$ cat src/rtl/transition_player.sv
// Replays timestamped transition records onto sig_out, counting each record's
// delay in timebase ticks before applying its level.
module transition_player #(
  parameter int unsigned    WIDTH      = 16,
  parameter int unsigned    NCH        = 4,
  parameter logic [NCH-1:0] INIT_LEVEL = '0
) (
  input  logic             clk,
  input  logic             rstn,
  input  logic             run,
  input  logic             clr,
  input  logic             tick,
  input  logic             rec_valid,
  output logic             rec_ready,
  input  logic [WIDTH-1:0] rec_delta,
  input  logic [NCH-1:0]   rec_level,
  output logic [NCH-1:0]   sig_out,
  output logic             busy,
  output logic             underrun,
  output logic [15:0]      rec_count
);

  typedef enum logic {IDLE, WAIT} state_t;

  state_t           state;
  logic [WIDTH-1:0] remain;
  logic [NCH-1:0]   pend;
  logic             primed;
  logic             accept;

  assign rec_ready = run & ~clr & (state == IDLE);
  assign busy      = (state == WAIT);
  assign accept    = rec_valid & rec_ready;

  always_ff @(posedge clk or negedge rstn) begin
    if (!rstn) begin
      state     <= IDLE;
      remain    <= '0;
      pend      <= '0;
      primed    <= 1'b0;
      underrun  <= 1'b0;
      rec_count <= '0;
      sig_out   <= INIT_LEVEL;
    end else if (clr) begin
      // sig_out deliberately keeps its level across a clear
      state     <= IDLE;
      remain    <= '0;
      pend      <= '0;
      primed    <= 1'b0;
      underrun  <= 1'b0;
      rec_count <= '0;
    end else begin
      case (state)
        IDLE: begin
          if (accept) begin
            remain <= rec_delta;
            pend   <= rec_level;
            primed <= 1'b1;
            state  <= WAIT;
          end else if (run && primed && tick) begin
            underrun <= 1'b1;
          end
        end
        WAIT: begin
          if (run && tick) begin
            if (remain == '0) begin
              sig_out   <= pend;
              rec_count <= rec_count + 16'd1;
              state     <= IDLE;
            end else begin
              remain <= remain - 1'b1;
            end
          end
        end
        default: state <= IDLE;
      endcase
    end
  end

endmodule

$ cat config.mk
export PLATFORM = sky130hd
export DESIGN_NAME = transition_player
export DESIGN_NICKNAME = d
export VERILOG_FILES = /design/src/rtl/transition_player.sv
export SDC_FILE = /design/constraint.sdc
export NUM_CORES = 1
export LEC_CHECK = 0
export CAP_MARGIN = 10
export CORE_MARGIN = 5
export CORE_UTILIZATION = 25
export CTS_CLUSTER_SIZE = 8
export DETAILED_ROUTE_END_ITERATION = 10
export PLACE_DENSITY = 0.42
export SLEW_MARGIN = 0
export SYNTH_ARGS = -nofsm -noshare
export SYNTH_HDL_FRONTEND = slang
export SYNTH_SLANG_ARGS = --single-unit
$ cat constraint.sdc
create_clock -name clk -period 6.5 [get_ports clk]
set_clock_uncertainty 0.2 [all_clocks]
set_input_delay 0.65 -clock clk [delete_from_list [all_inputs] [get_ports clk]]
set_output_delay 0.65 -clock clk [all_outputs]
set_load 0.02 [all_outputs]
==> flow_summary.toml <==
[worst_setup_path]
worstPathArrival_ns = 3.04
crit_fanout = 28
end_kind = "output port"
critPathRequiredTime_ns = 5.65
r2r_slack_ns = 3.25
startpoint_type = "primary input"
path_class = "primary input to output port"

[yosys]
synth_top_area_cell = "dfrtp_1"
yosysMostFrequentCell = "dfrtp_1"
ys_ff_latch = 43
syn_nets = 316
ys_warn_count = 0
postSynthAreaPerCell_um2 = 9.03
synth_top_flop_cell = "dfrtp_1"
syn_inst = 288
ys_seq_area_share_pct = 41.4
synth_cell_types = 51
netlist_top_cells_area = "dfrtp_1 41%, mux2_2 3.9%, nor4_1 3.4%"
ys_async_sr_fraction_pct = 100
synth_top_area_share_pct = 41.4
synth_area_um2 = 2600
ys_top_cells_by_count = "43 x dfrtp_1, 23 x nand2_1, 15 x a21oi_1"
synth_edf_count = 0

[final_layout]
n_antenna_cell = 0
fin_util_pct = 32.0
nets = 354
final_cells = 463
areaGrowthSynthToFinish_pct = 25.7
drive_above_1_share_pct = 8.87

[clocking]
cts_resized = 0
clock_sinks = 43
postCtsHoldBufs = 0
cts_buffers = 5
cts_tree = "done"
cts-root-buf = "clkbuf_8"
cts_setup_buffers = 0
cts_max_path_buffers = 2
clk_pin_slew_worst_paths_ns = 0.09
clk_latency_ns = 0.30
cts_htree_levels = 2

[pwr]
power.density_nw_per_um2 = 188
peakVddDrop_uv = 83.6
finalPower_mw = 0.616
p_leak_nw = 1.29

[sta]
worst_slew_pin_slew_ns = 1.17
drv_slew = 0
slew_headroom_pct = 21.9
hold_viol = 0
setup-violations-final = 0
setup_tns_ns = 0
holdWs_ns = 0.232
fin_crit_sh_pct = 59.8
period_needed_ns = 3.89
fmax_ghz = 0.257
rsz0062_at_grt = "false"

[global_routing]
grt_pass1_vias = 2474
grt_max_degree = 44
grt_usage_pct = 13.4
grt_pass1_wl_um = 13600
antenna_found_initial = 0
grt_remaining_overflow = 0

[placed_design]
hpwlAfterDp_um = 5830
dp.cells = 455
place.port_buffers = 48
globalplace.congestion = 0.788

[routing]
wirelength_um = 8480
firstDrtPassIters = 4
vias = 2491
drc_errors = 0
wl_per_cell_um = 18.3
ant_nets = 0
drtIter0Drc = 105
vias_per_cell = 5.38

[floorplan]
row_count = 37
ioPinCount = 49
dieArea_um2 = 12500
die_w_um = 112
core-area_um2 = 10200
dieHeight_um = 112
initial_core_util_pct = 25.4

[worst_hold_path]
hold_path.class = "primary input to asynchronous set/reset pin"

[run_status]
status = "finished clean"

[flow_run]
maxCapViolCount = 0
[worst paths after layout]
check | startpoint | to | cells past startpoint
worst max register to register | remain[0]$_DFFE_PN0P_ | remain[2]$_DFFE_PN0P_ | 6
min in group clk | pend[1]$_DFFE_PN0P_ | pend[1]$_DFFE_PN0P_ | 2
worst min-delay path | rstn | remain[3]$_DFFE_PN0P_ | 2
max in group asynchronous | rstn | rec_count[0]$_DFFE_PN0P_ | 2
worst max-delay path | clr | rec_ready | 4
worst min register to register | pend[1]$_DFFE_PN0P_ | pend[1]$_DFFE_PN0P_ | 2
[where the power goes]
part	internal, mW	switching (mW)
clock	0.0754	0.0998
sequential	0.280	0.0182
combinational	0.0566	0.0865
total	0.412	0.205
[stage by stage]
step | worst slack (ns) | instance area [µm²]
CTS | 2.62 | 3270
detailed placement | 2.63 | 3190
global placement | 2.64 | 3190
finish | 2.61 | 3270
floorplan | 3.69 | 2600
global route | 2.44 | 3270
[cell families (layout without fill, tap and decap cells)]
group	count (synthesis)	in the layout	synth area share, %
DFF	43	43	41.4
and+or+nand+nor	119	119	25.8
buffers and inverters	29	68	4.62
adders and majority gates	2	2	0.962
AOI/OAI and AO/OA	82	82	21.8
muxes	13	13	5.44
[cells in the final DEF (no fill, tap or decap), drive strengths merged, types with 2 or more instances in the layout]
cell / n
clkdlybuf4s50: 47
dfrtp: 43
nand2: 23
o21ai: 16
a21oi: 15
nand3: 14
nor4: 14
nor2: 12
or4: 12
inv: 10
nor3: 10
mux2: 9
o211ai: 7
o31ai: 7
and3: 6
clkbuf: 6
or3: 5
or2: 5
o311ai: 5
nand4: 5
nor2b: 4
o2bb2ai: 4
o22ai: 4
mux2i: 4
and2: 3
a21o: 3
o41ai: 3
buf: 3
a2bb2oi: 2
a221o: 2
nand4b: 2
a2111oi: 2
a221oi: 2
a32oi: 2
ha: 2
[cell type report]
cell class	instances	area [µm²]
timing repair buffer	50	490
clock buffer	6	72.6
inverter	10	37.5
tap	136	170
multi-input combinational	216	1410
clock inverter	2	12.5
fill	1092	6960
sequential	43	1080
[state kept, by name, indices dropped and copies added (netlist names)]
| register | cells |
|---|---|
| rec_count | 16 |
| sig_out | 4 |
| primed | 1 |
| busy | 1 |
| underrun | 1 |
| remain | 16 |
| pend | 4 |
[routing by layer]
metal | part of all wire, % | up-vias | global-route usage [%]
met5 | 0 | - | 0
met3 | 3.8 | 4 | 2.12
met1 | 49 | 1242 | 19.5
met2 | 46 | 54 | 20.8
li1 | - | 1191 | -
met4 | 1.1 | 0 | 3.53
[worst max-delay path: stages]
cell and delay (ns):
clkdlybuf4s50_1 0.98, nor2_1 0.60, and2_1 0.21, clkdlybuf4s50_1 0.60
Power figures use the tool's default switching activity.
